**src/rtl/display_sequencer_pkg.sv**
```systemverilog
// Shared types and timing defaults for the display sequencer and display stage.
package display_pkg;

  typedef enum logic [1:0] {
    S_IDLE = 2'd0,
    S_D1   = 2'd1,
    S_D2   = 2'd2,
    S_GAP  = 2'd3
  } disp_seq_state_t;

  localparam int DISP_VALUE_W = 16;

  // Default timing, shared with the display stage (100 MHz clock).
  localparam int DEF_HALF_CYCLES = 50_000_000;
  localparam int DEF_GAP_CYCLES  = 10_000_000;
  localparam int DEF_FIFO_DEPTH  = 4;

  function automatic int max_int(input int a, input int b);
    return (a > b) ? a : b;
  endfunction

endpackage

```
**src/rtl/display_sequencer_if.sv**
```systemverilog
// Producer handshake and display-stage outputs of the display sequencer.
interface display_sequencer_if
  import display_pkg::*;
#(
  parameter int FIFO_DEPTH = DEF_FIFO_DEPTH
) ();

  localparam int LEVEL_W = $clog2(FIFO_DEPTH) + 1;

  logic                    in_valid;
  logic [7:0]              in_value;
  logic                    in_ready;
  logic                    flush;
  logic                    start_pulse;
  logic                    mid_pulse;
  logic                    end_pulse;
  logic [DISP_VALUE_W-1:0] disp_value;
  logic                    busy;
  logic [LEVEL_W-1:0]      level;

  // Producer / consumer side (the environment around the sequencer).
  modport master (
    output in_valid, in_value, flush,
    input  in_ready, start_pulse, mid_pulse, end_pulse, disp_value, busy, level
  );

  // Sequencer side.
  modport slave (
    input  in_valid, in_value, flush,
    output in_ready, start_pulse, mid_pulse, end_pulse, disp_value, busy, level
  );

endinterface

```
**src/rtl/display_sequencer_fifo.sv**
```systemverilog
// Synchronous FIFO with wrap-bit pointers; occupancy is write count minus read count.
module sync_fifo #(
  parameter int WIDTH = 8,
  parameter int DEPTH = 4
) (
  input  logic                     clk,
  input  logic                     reset,
  input  logic                     clear,
  input  logic                     push,
  input  logic                     pop,
  input  logic [WIDTH-1:0]         din,
  output logic [WIDTH-1:0]         dout,
  output logic                     full,
  output logic                     empty,
  output logic [$clog2(DEPTH):0]   level
);

  localparam int AW = $clog2(DEPTH);

  logic [WIDTH-1:0] mem_r [DEPTH];
  logic [AW:0]      wr_ptr_r;
  logic [AW:0]      rd_ptr_r;
  logic [AW:0]      level_s;
  logic             push_ok_s;
  logic             pop_ok_s;

  // The extra pointer bit distinguishes full from empty; DEPTH is a power of 2.
  assign level_s   = wr_ptr_r - rd_ptr_r;
  assign full      = (level_s == (AW+1)'(DEPTH));
  assign empty     = (level_s == (AW+1)'(0));
  assign level     = level_s;
  assign dout      = mem_r[rd_ptr_r[AW-1:0]];
  assign push_ok_s = push & ~full & ~clear;
  assign pop_ok_s  = pop & ~empty & ~clear;

  // Pointer update; clear drops every queued entry at once.
  always_ff @(posedge clk or posedge reset) begin
    if (reset) begin
      wr_ptr_r <= (AW+1)'(0);
      rd_ptr_r <= (AW+1)'(0);
    end else if (clear) begin
      wr_ptr_r <= (AW+1)'(0);
      rd_ptr_r <= (AW+1)'(0);
    end else begin
      if (push_ok_s) begin
        wr_ptr_r <= wr_ptr_r + (AW+1)'(1);
      end
      if (pop_ok_s) begin
        rd_ptr_r <= rd_ptr_r + (AW+1)'(1);
      end
    end
  end

  // Storage write; contents need no reset since the pointers gate visibility.
  always_ff @(posedge clk) begin
    if (push_ok_s) begin
      mem_r[wr_ptr_r[AW-1:0]] <= din;
    end
  end

endmodule

```
**src/rtl/display_sequencer.sv**
```systemverilog
// Replays buffered 8-bit values on the two-digit display: start, mid and end
// pulses plus the latched value bus, with a blank gap between values.
module display_sequencer
  import display_pkg::*;
#(
  parameter int HALF_CYCLES = DEF_HALF_CYCLES,
  parameter int GAP_CYCLES  = DEF_GAP_CYCLES,
  parameter int FIFO_DEPTH  = DEF_FIFO_DEPTH
) (
  input logic                clk,
  input logic                reset,
  display_sequencer_if.slave bus
);

  localparam int CNT_MAX = max_int(HALF_CYCLES, GAP_CYCLES);
  localparam int CNT_W   = $clog2(CNT_MAX + 1);
  localparam int LEVEL_W = $clog2(FIFO_DEPTH) + 1;

  // Load values make each phase last exactly its cycle count; a zero gap
  // still spends one cycle in S_GAP.
  localparam logic [CNT_W-1:0] HALF_LOAD = CNT_W'(HALF_CYCLES - 1);
  localparam logic [CNT_W-1:0] GAP_LOAD  = (GAP_CYCLES > 0) ? CNT_W'(GAP_CYCLES - 1) : CNT_W'(0);

  disp_seq_state_t         state_r;
  disp_seq_state_t         state_next_s;
  logic [CNT_W-1:0]        cnt_r;
  logic [CNT_W-1:0]        cnt_next_s;
  logic                    ready_en_r;
  logic                    start_r;
  logic                    mid_r;
  logic                    end_r;
  logic                    busy_r;
  logic [DISP_VALUE_W-1:0] disp_value_r;
  logic                    start_s;
  logic                    mid_s;
  logic                    end_s;
  logic                    pop_s;
  logic                    push_s;
  logic                    in_ready_s;
  logic [7:0]              fifo_dout_s;
  logic                    fifo_full_s;
  logic                    fifo_empty_s;
  logic [LEVEL_W-1:0]      fifo_level_s;

  // ready_en_r holds in_ready low through reset and for the release cycle.
  assign in_ready_s = ready_en_r & ~fifo_full_s & ~bus.flush;
  assign push_s     = bus.in_valid & in_ready_s;

  sync_fifo #(
    .WIDTH (8),
    .DEPTH (FIFO_DEPTH)
  ) u_fifo (
    .clk   (clk),
    .reset (reset),
    .clear (bus.flush),
    .push  (push_s),
    .pop   (pop_s),
    .din   (bus.in_value),
    .dout  (fifo_dout_s),
    .full  (fifo_full_s),
    .empty (fifo_empty_s),
    .level (fifo_level_s)
  );

  // Next state, counter reload and pulse decode; flush overrides everything.
  always_comb begin
    state_next_s = state_r;
    cnt_next_s   = cnt_r;
    pop_s        = 1'b0;
    start_s      = 1'b0;
    mid_s        = 1'b0;
    end_s        = 1'b0;
    if (bus.flush) begin
      state_next_s = S_IDLE;
      cnt_next_s   = CNT_W'(0);
      if ((state_r == S_D1) || (state_r == S_D2)) begin
        end_s = 1'b1;
      end else begin
        end_s = 1'b0;
      end
    end else begin
      case (state_r)
        S_IDLE: begin
          if (!fifo_empty_s) begin
            pop_s        = 1'b1;
            start_s      = 1'b1;
            state_next_s = S_D1;
            cnt_next_s   = HALF_LOAD;
          end else begin
            cnt_next_s   = CNT_W'(0);
          end
        end
        S_D1: begin
          if (cnt_r == CNT_W'(0)) begin
            mid_s        = 1'b1;
            state_next_s = S_D2;
            cnt_next_s   = HALF_LOAD;
          end else begin
            cnt_next_s   = cnt_r - CNT_W'(1);
          end
        end
        S_D2: begin
          if (cnt_r == CNT_W'(0)) begin
            end_s        = 1'b1;
            state_next_s = S_GAP;
            cnt_next_s   = GAP_LOAD;
          end else begin
            cnt_next_s   = cnt_r - CNT_W'(1);
          end
        end
        S_GAP: begin
          if (cnt_r == CNT_W'(0)) begin
            state_next_s = S_IDLE;
            cnt_next_s   = CNT_W'(0);
          end else begin
            cnt_next_s   = cnt_r - CNT_W'(1);
          end
        end
        default: begin
          state_next_s = S_IDLE;
          cnt_next_s   = CNT_W'(0);
        end
      endcase
    end
  end

  // State, counter and registered outputs; pulses leave on the transition edge.
  always_ff @(posedge clk or posedge reset) begin
    if (reset) begin
      state_r      <= S_IDLE;
      cnt_r        <= CNT_W'(0);
      ready_en_r   <= 1'b0;
      start_r      <= 1'b0;
      mid_r        <= 1'b0;
      end_r        <= 1'b0;
      busy_r       <= 1'b0;
      disp_value_r <= {DISP_VALUE_W{1'b0}};
    end else begin
      state_r    <= state_next_s;
      cnt_r      <= cnt_next_s;
      ready_en_r <= 1'b1;
      start_r    <= start_s;
      mid_r      <= mid_s;
      end_r      <= end_s;
      busy_r     <= (state_next_s != S_IDLE);
      if (pop_s) begin
        disp_value_r <= {8'h00, fifo_dout_s};
      end
    end
  end

  assign bus.in_ready    = in_ready_s;
  assign bus.start_pulse = start_r;
  assign bus.mid_pulse   = mid_r;
  assign bus.end_pulse   = end_r;
  assign bus.disp_value  = disp_value_r;
  assign bus.busy        = busy_r;
  assign bus.level       = fifo_level_s;

endmodule
```
**src/flat_wrapper.sv**
```systemverilog
// flat-port wrapper written by rule: the top's interface ports become plain ports
module display_sequencer_flat import display_pkg::*;
#(
  parameter int HALF_CYCLES = DEF_HALF_CYCLES,
  parameter int GAP_CYCLES  = DEF_GAP_CYCLES,
  parameter int FIFO_DEPTH  = DEF_FIFO_DEPTH
)
  (clk, reset, bus_in_valid, bus_in_value, bus_flush, bus_in_ready, bus_start_pulse, bus_mid_pulse, bus_end_pulse, bus_disp_value, bus_busy, bus_level);
  display_sequencer_if #(.FIFO_DEPTH(FIFO_DEPTH)) bus_i ();
  input logic clk;
  input logic reset;
  input wire logic [$bits(bus_i.in_valid)-1:0] bus_in_valid;
  input wire logic [$bits(bus_i.in_value)-1:0] bus_in_value;
  input wire logic [$bits(bus_i.flush)-1:0] bus_flush;
  output wire logic [$bits(bus_i.in_ready)-1:0] bus_in_ready;
  output wire logic [$bits(bus_i.start_pulse)-1:0] bus_start_pulse;
  output wire logic [$bits(bus_i.mid_pulse)-1:0] bus_mid_pulse;
  output wire logic [$bits(bus_i.end_pulse)-1:0] bus_end_pulse;
  output wire logic [$bits(bus_i.disp_value)-1:0] bus_disp_value;
  output wire logic [$bits(bus_i.busy)-1:0] bus_busy;
  output wire logic [$bits(bus_i.level)-1:0] bus_level;
  assign bus_i.in_valid = bus_in_valid;
  assign bus_i.in_value = bus_in_value;
  assign bus_i.flush = bus_flush;
  assign bus_in_ready = bus_i.in_ready;
  assign bus_start_pulse = bus_i.start_pulse;
  assign bus_mid_pulse = bus_i.mid_pulse;
  assign bus_end_pulse = bus_i.end_pulse;
  assign bus_disp_value = bus_i.disp_value;
  assign bus_busy = bus_i.busy;
  assign bus_level = bus_i.level;
  display_sequencer #(.HALF_CYCLES(HALF_CYCLES), .GAP_CYCLES(GAP_CYCLES), .FIFO_DEPTH(FIFO_DEPTH)) u_core (.clk(clk), .reset(reset), .bus(bus_i));
endmodule
```
**config.mk**
```make
export PLATFORM = sky130hd
export DESIGN_NAME = display_sequencer_flat
export DESIGN_NICKNAME = d
export VERILOG_FILES = /design/src/rtl/display_sequencer_pkg.sv /design/src/rtl/display_sequencer_if.sv /design/src/rtl/display_sequencer_fifo.sv /design/src/rtl/display_sequencer.sv /design/src/flat_wrapper.sv
export SDC_FILE = /design/constraint.sdc
export NUM_CORES = 1
export LEC_CHECK = 0
export ABC_AREA = 1
export BUFFER_PORTS_ARGS = -buffer_cell sky130_fd_sc_hd__buf_4
export CORE_UTILIZATION = 40
export DETAILED_ROUTE_END_ITERATION = 6
export HOLD_SLACK_MARGIN = 0.03
export SETUP_SLACK_MARGIN = 0.02
export SYNTH_ARGS = -nofsm -noshare
export SYNTH_HDL_FRONTEND = slang
export SYNTH_SLANG_ARGS = --single-unit
```
**constraint.sdc**
```tcl
create_clock -name clk -period 6.8 [get_ports clk]
set_input_delay 0.68 -clock clk [delete_from_list [all_inputs] [get_ports clk]]
set_output_delay 0.68 -clock clk [all_outputs]
set_load 0.005 [all_outputs]
```
Yosys cells after proc, flatten, opt, wreduce, memory -nomap -nowiden. Memory sizes are Yosys's and may differ from the RTL's. A register that Yosys moved wholly into a read port is not among the register bits. Cells that the tools add are included.

Flip-flop bits (word level): 39. RAM bits: 32. Bits of input ports: 12. Output and inout bits: 24. Word-level logic and storage cells: 62. Memories kept: 1.

Memory list: u_core.u_fifo.mem_r (depth 4, bits a word 8, read ports 1, clocked after Yosys merged registers in 1, wr ports 1, RTL line display_sequencer_fifo.sv:20) `logic [WIDTH-1:0] mem_r [DEPTH];`.

$add $sub $neg: 4. Eq/ne operators: 4. Mux-type cells: 27. Bitwise operators: 10. Reduce and logical (&&, ||, !) cells: 7.

Operator list (count): 26-bit 2-to-1 mux (5); 26-bit one-hot mux with 4 select lines (1); 26-bit zero test (1); 26-bit by 1-bit subtractor with 26-bit output, second input constant (1); 3-bit 2-to-1 mux (4); 1-bit 2-to-1 mux (11); 2-bit 2-to-1 mux (5); 2-bit one-hot mux with 4 select lines (1); 1-bit AND (7); 3-bit by 1-bit adder with 3-bit output, second input constant (2); 2-bit nonzero test (3); 2-bit == test, second input constant (2); 3-bit == test, second input constant (1); 3-bit zero test (1); 1-bit inverter (3); 3-bit subtractor (1); 2-bit by 1-bit == test with 1-bit output, second input constant (1); 2-bit zero test (1); 1-bit logical OR (1).

Longest topological paths before layout.
Depth after elaboration: 10. Gate-level depth with buffers: 12. Gate-level depth less buffers: 12.

Cells and area by module. From an unflattened synthesis, not the netlist that was laid out.

Cell total of the unflattened synthesis: 488. Area total of the unflattened synthesis: 4285.4 µm².

By module, submodules not included: display_sequencer (instances 1, cells each 339, area an instance 2578.7 µm², seq. area each 1026.0 µm²); sync_fifo (instances 1, cells each 149, area an instance 1706.6 µm², seq. area each 1111.1 µm²).

Worst setup path before layout. Ideal clock, no wire load.

Path kind: register to register. Start: register u_core.u_fifo.wr_ptr_r[0]. End: memory u_core.u_fifo.mem_r[0][0], enable pin. Library setup time: 0.371 ns. Arrival: 2.067 ns. Data required time: 6.429 ns. Path slack: 4.362 ns. Stages on the path, launching flop included: 9. Buffers on the path: 0. Period minus slack after synthesis: 2.438 ns. Cells stage by stage: dfrtp_1 inv_1 ha_1 fa_1 xor2_1 xor2_1 nand3_1 nand4_2 nor2_1.

Longest elaborated chain between the ends: 10.

RTL lines: from (decl) (RTL line display_sequencer_fifo.sv:21) `logic [AW:0] wr_ptr_r;`; from (signal assigned) (RTL line display_sequencer_fifo.sv:39) `wr_ptr_r <= (AW+1)'(0);`; from (signal assigned) (RTL line display_sequencer_fifo.sv:42) `wr_ptr_r <= (AW+1)'(0);`; from (signal assigned) (RTL line display_sequencer_fifo.sv:46) `wr_ptr_r <= wr_ptr_r + (AW+1)'(1);`; 3-bit subtractor (*) (RTL line display_sequencer_fifo.sv:28) `assign level_s = wr_ptr_r - rd_ptr_r;`; net bus_level[2] (RTL line flat_wrapper.sv:21) `output wire logic [$bits(bus_i.level)-1:0] bus_level;`; 3-bit == test (*) (RTL line display_sequencer_fifo.sv:29) `assign full = (level_s == (AW+1)'(DEPTH));`; 1-bit inverter (*) (RTL line display_sequencer_fifo.sv:33, display_sequencer.sv:46); 1-bit AND (2 in series) (RTL line display_sequencer.sv:46) `assign in_ready_s = ready_en_r & ~fifo_full_s & ~bus.flush;`; 1-bit AND (RTL line display_sequencer.sv:47) `assign push_s = bus.in_valid & in_ready_s;`; 1-bit AND (*) (2 in series) (RTL line display_sequencer_fifo.sv:33) `assign push_ok_s = push & ~full & ~clear;`; 1-bit 2-to-1 mux (*) (RTL line display_sequencer_fifo.sv:56) `if (push_ok_s) begin`; 1-bit 2-to-1 mux (not written as such) (*) (RTL line display_sequencer_fifo.sv:57) `mem_r[wr_ptr_r[AW-1:0]] <= din;`; to (decl) (RTL line display_sequencer_fifo.sv:20).

The timed path passes the listed nets; every way through them passes the cells marked *.

Final worst setup path.
Start: register u_core.u_fifo.rd_ptr_r[0]. End: output port bus_in_ready.

Longest elaborated chain between the ends: 5.

RTL lines: from (decl) (RTL line display_sequencer_fifo.sv:22) `logic [AW:0] rd_ptr_r;`; from (signal assigned) (RTL line display_sequencer_fifo.sv:40) `rd_ptr_r <= (AW+1)'(0);`; from (signal assigned) (RTL line display_sequencer_fifo.sv:43) `rd_ptr_r <= (AW+1)'(0);`; from (signal assigned) (RTL line display_sequencer_fifo.sv:49) `rd_ptr_r <= rd_ptr_r + (AW+1)'(1);`; 3-bit subtractor (RTL line display_sequencer_fifo.sv:28); 3-bit == test (RTL line display_sequencer_fifo.sv:29); 1-bit inverter (RTL line display_sequencer.sv:46); 1-bit AND (2 in series) (RTL line display_sequencer.sv:46); to (decl) (RTL line flat_wrapper.sv:15) `output wire logic [$bits(bus_i.in_ready)-1:0] bus_in_ready;`.

Every way passes these cells.

==> impl_metrics.yaml <==
outcome:
  status: "finished clean"
global_route:
  total_global_route_track_usage: 0.183
  grt_pass1_vias: 3054
  grt_pass1_wl_um: 15400
  antenna_found_initial: 0
  globalRoute.totalOverflow: 0
  largest_net_degree_at_the_start_of_global_routing: 48
clocking:
  clk_latency_ns: 0.37
  cts_tree: "yes"
  cts_post_setup_buffers_inserted: 0
  hold_buffers: 0
  root_buffer: "sky130_fd_sc_hd__clkbuf_8"
  clkTransAtPathRegs_ns: 0.09
  clock_sink_count: 79
  ctsLongestPathBuffers: 2
  cts_inserted_buffers: 9
  cts-resized-gates: 0
  htree_levels: 3
route:
  antenna_left: 0
  detail_route.iter0.violations: 170
  wl_per_cell_um: 14.3
  route.vias.total: 3156
  drt_pre_antenna_iters: 4
  route.final.wire_length_um: 9130
  vias_per_cell: 4.95
  drcViolationCount: 0
synthesis:
  synthesized_area_fraction_occupied_by_ao_oa_aoi_and_oai_cells: 0.0726
  syn_inst: 476
  adder_cell_share_of_the_synthesized_area: 0.0408
  synth-edff-count: 32
  yosysWarningCount: 0
  post-synth-top-area-fraction: 0.282
  parity_gate_share_of_the_synthesized_area_counting_xor_and_xnor_cells: 0.0462
  synth_sequential_area_ratio: 0.512
  synthDominantAreaCellType: "sky130_fd_sc_hd__dfrtp_1"
  fraction_of_synthesized_area_in_multiplexers: 0
  area_of_the_mapped_netlist_um2: 4170
  async_reset_ff_frac: 0.595
  postSynth.topFlopCell: "sky130_fd_sc_hd__dfrtp_1"
  register_bit_count_reported_by_yosys: 79
  synth.top_cells.by_count: "sky130_fd_sc_hd__nand2_1 (108), sky130_fd_sc_hd__nor2_1 (68), sky130_fd_sc_hd__dfrtp_1 (47)"
  synth.top_cells.by_area: "sky130_fd_sc_hd__dfrtp_1 (28%), sky130_fd_sc_hd__edfxtp_1 (23%), sky130_fd_sc_hd__nand2_1 (9.7%)"
  synth_simple_gate_area_share: 0.248
  post_synth.cell_area_avg_um2: 8.76
  synth.lib_cells_used.distinct: 34
  combinational_family_with_the_most_area_after_synthesis: "simple AND/OR/NAND/NOR gates"
  synthMostInstantiatedCell: "sky130_fd_sc_hd__nand2_1"
floorplan:
  core_area_um2: 9950
  die_ar_um2: 10800
  initial_utilization: 0.419
  row_count: 36
  die_h_um: 104
  top_level_ports: 36
  die_w_um: 104
final_layout:
  final_layout_size_suffix_gt1_frac: 0.133
  n_antenna_cell: 0
  final_cells: 637
  nets: 524
  p_r_area_growth_vs_syn_pct: 11.2
  design_area_um2: 4640
timing:
  final_period_minus_worst_setup_slack_ns: 3.21
  fmaxAchievable_mhz: 312
  final_max_slew_viol_count: 0
  hold_viol_final: 0
  tightest_slew_ns: 1.01
  grt_setup_unrepaired: "false"
  setup-tns-final_ns: 0
  final_min_period_over_clock_period: 0.472
  setup_viol: 0
  slew_headroom: 0.329
  fin_skew_ns: 0.0118
min_path:
  worst_hold_path_type: "flip-flop to flip-flop"
worst_setup_path:
  critPathMaxFanout: 19
  crit_path_end_kind: "primary output"
  start_kind: "flip-flop"
  crit_type: "flip-flop to primary output"
  worst-endpoint-required_ns: 6.12
  worst_ep_arrival_time_ns: 2.53
placed_design:
  hpwlAfterDp_um: 6610
  placedCellCount: 621
  gp_congestion: 0.832
  buffers_added_on_ports: 27
  post_dp_cell_area_um2: 4430
pwr:
  power_total_uw: 1850
  cellLeakagePower_uw: 0.00219
  ir_worst_vdd_v: 0.000161
  power_per_cell_area_nw_per_um2: 399
flow_run:
  max_cap_check_violation_count: 0
[kinds of logic (layout without fill, tap and decap cells)]
group	after synthesis	after routing
other	2	9
DFF	79	79
AOI/OAI and AO/OA	49	49
xor gates and xnor gates	22	22
buffers and inverters	72	93
adders and majority gates	13	13
and+or+nand+nor	239	239
[worst max-delay path, stage by stage (launching register included)]
cell	delay, ns
sky130_fd_sc_hd__dfrtp_1	0.58
sky130_fd_sc_hd__ha_1	0.30
sky130_fd_sc_hd__fa_1	0.37
sky130_fd_sc_hd__xor2_1	0.25
sky130_fd_sc_hd__xor2_1	0.22
sky130_fd_sc_hd__nand3_1	0.13
sky130_fd_sc_hd__nand3_1	0.09
sky130_fd_sc_hd__inv_1	0.07
sky130_fd_sc_hd__buf_4	0.14
[metrics by stage]
| step | worst slack [ns] | hold slack (ns) | utilization |
|---|---|---|---|
| floorplan | 4.36 | 0.465 | - |
| global placement | 4.03 | 0.466 | 0.445 |
| detailed placement | 3.90 | 0.465 | 0.445 |
| CTS | 3.57 | 0.487 | 0.466 |
| global route | 3.35 | 0.497 | 0.466 |
| finish | 3.59 | 0.479 | 0.466 |
[cells in the final DEF, fill, tap and decap left out, types with 2 or more instances in the layout]
cell type | Yosys | final
sky130_fd_sc_hd__a21oi_1 | 11 | 11
sky130_fd_sc_hd__buf_4 | 8 | 27
sky130_fd_sc_hd__clkbuf_8 | 0 | 9
sky130_fd_sc_hd__conb_1 | 2 | 9
sky130_fd_sc_hd__dfrtp_1 | 47 | 47
sky130_fd_sc_hd__edfxtp_1 | 32 | 32
sky130_fd_sc_hd__ha_1 | 12 | 12
sky130_fd_sc_hd__inv_1 | 45 | 44
sky130_fd_sc_hd__inv_2 | 4 | 5
sky130_fd_sc_hd__inv_6 | 0 | 4
sky130_fd_sc_hd__nand2_1 | 108 | 108
sky130_fd_sc_hd__nand2_2 | 6 | 6
sky130_fd_sc_hd__nand3_1 | 34 | 34
sky130_fd_sc_hd__nand3_2 | 2 | 2
sky130_fd_sc_hd__nand4_1 | 10 | 10
sky130_fd_sc_hd__nor2_1 | 68 | 68
sky130_fd_sc_hd__nor2_2 | 4 | 4
sky130_fd_sc_hd__nor2_4 | 2 | 2
sky130_fd_sc_hd__nor3_1 | 2 | 2
sky130_fd_sc_hd__o211ai_1 | 5 | 5
sky130_fd_sc_hd__o21ai_0 | 21 | 21
sky130_fd_sc_hd__o21ai_2 | 2 | 2
sky130_fd_sc_hd__o32ai_1 | 8 | 8
sky130_fd_sc_hd__xnor2_1 | 8 | 8
sky130_fd_sc_hd__xor2_1 | 14 | 14
[power breakdown]
part	switching (uW)	total [uW]	internal, uW
registers	88.5	679	591
logic	502	802	299
clock network	193	370	177
total	784	1850	1070
[sequential cells by signal, summed over array words and instances (netlist names), 2 cells and up]
| signal | count |
|---|---|
| u_core.u_fifo.rd_ptr_r | 3 |
| u_core.u_fifo.wr_ptr_r | 3 |
| u_core.bus.disp_value | 8 |
| u_core.cnt_r | 26 |
| u_core.u_fifo.mem_r | 32 |
| u_core.state_r | 2 |
[routing by layer]
metal	global-route usage	routed length (um)
met5	0	0
met1	0.268	4580
met2	0.260	3950
met4	0.0643	163
met3	0.0464	437
[path summary, 6_finish.rpt]
| path | from | endpoint | slack [ns] | cells past startpoint |
|---|---|---|---|---|
| max | u_core.u_fifo.rd_ptr_r[0]$_DFFE_PP0P_ | bus_in_ready | 3.59 | 8 |
| min | u_core.bus.disp_value[3]$_DFFE_PP0P_ | u_core.bus.disp_value[3]$_DFFE_PP0P_ | 0.48 | 2 |
| max reg2reg | u_core.u_fifo.rd_ptr_r[0]$_DFFE_PP0P_ | u_core.u_fifo.mem_r[0][1]$_DFFE_PP_ | 3.90 | 7 |
| min reg2reg | u_core.bus.disp_value[3]$_DFFE_PP0P_ | u_core.bus.disp_value[3]$_DFFE_PP0P_ | 0.48 | 2 |
| max in group asynchronous | reset | u_core.cnt_r[14]$_DFF_PP0_ | 5.62 | 2 |
| min in group asynchronous | reset | u_core.bus.disp_value[2]$_DFFE_PP0P_ | 0.55 | 2 |
[layout make-up]
| cell class | count | area (um2) |
|---|---|---|
| clock buffers | 9 | 124 |
| multi-input cells | 332 | 1730 |
| well taps | 133 | 166 |
| inverters | 50 | 188 |
| fillers | 958 | 5320 |
| flip-flops and latches | 79 | 2140 |
| repair buffers | 27 | 203 |
| clock inverters | 7 | 83.8 |
(Power assumes the default switching activity.)
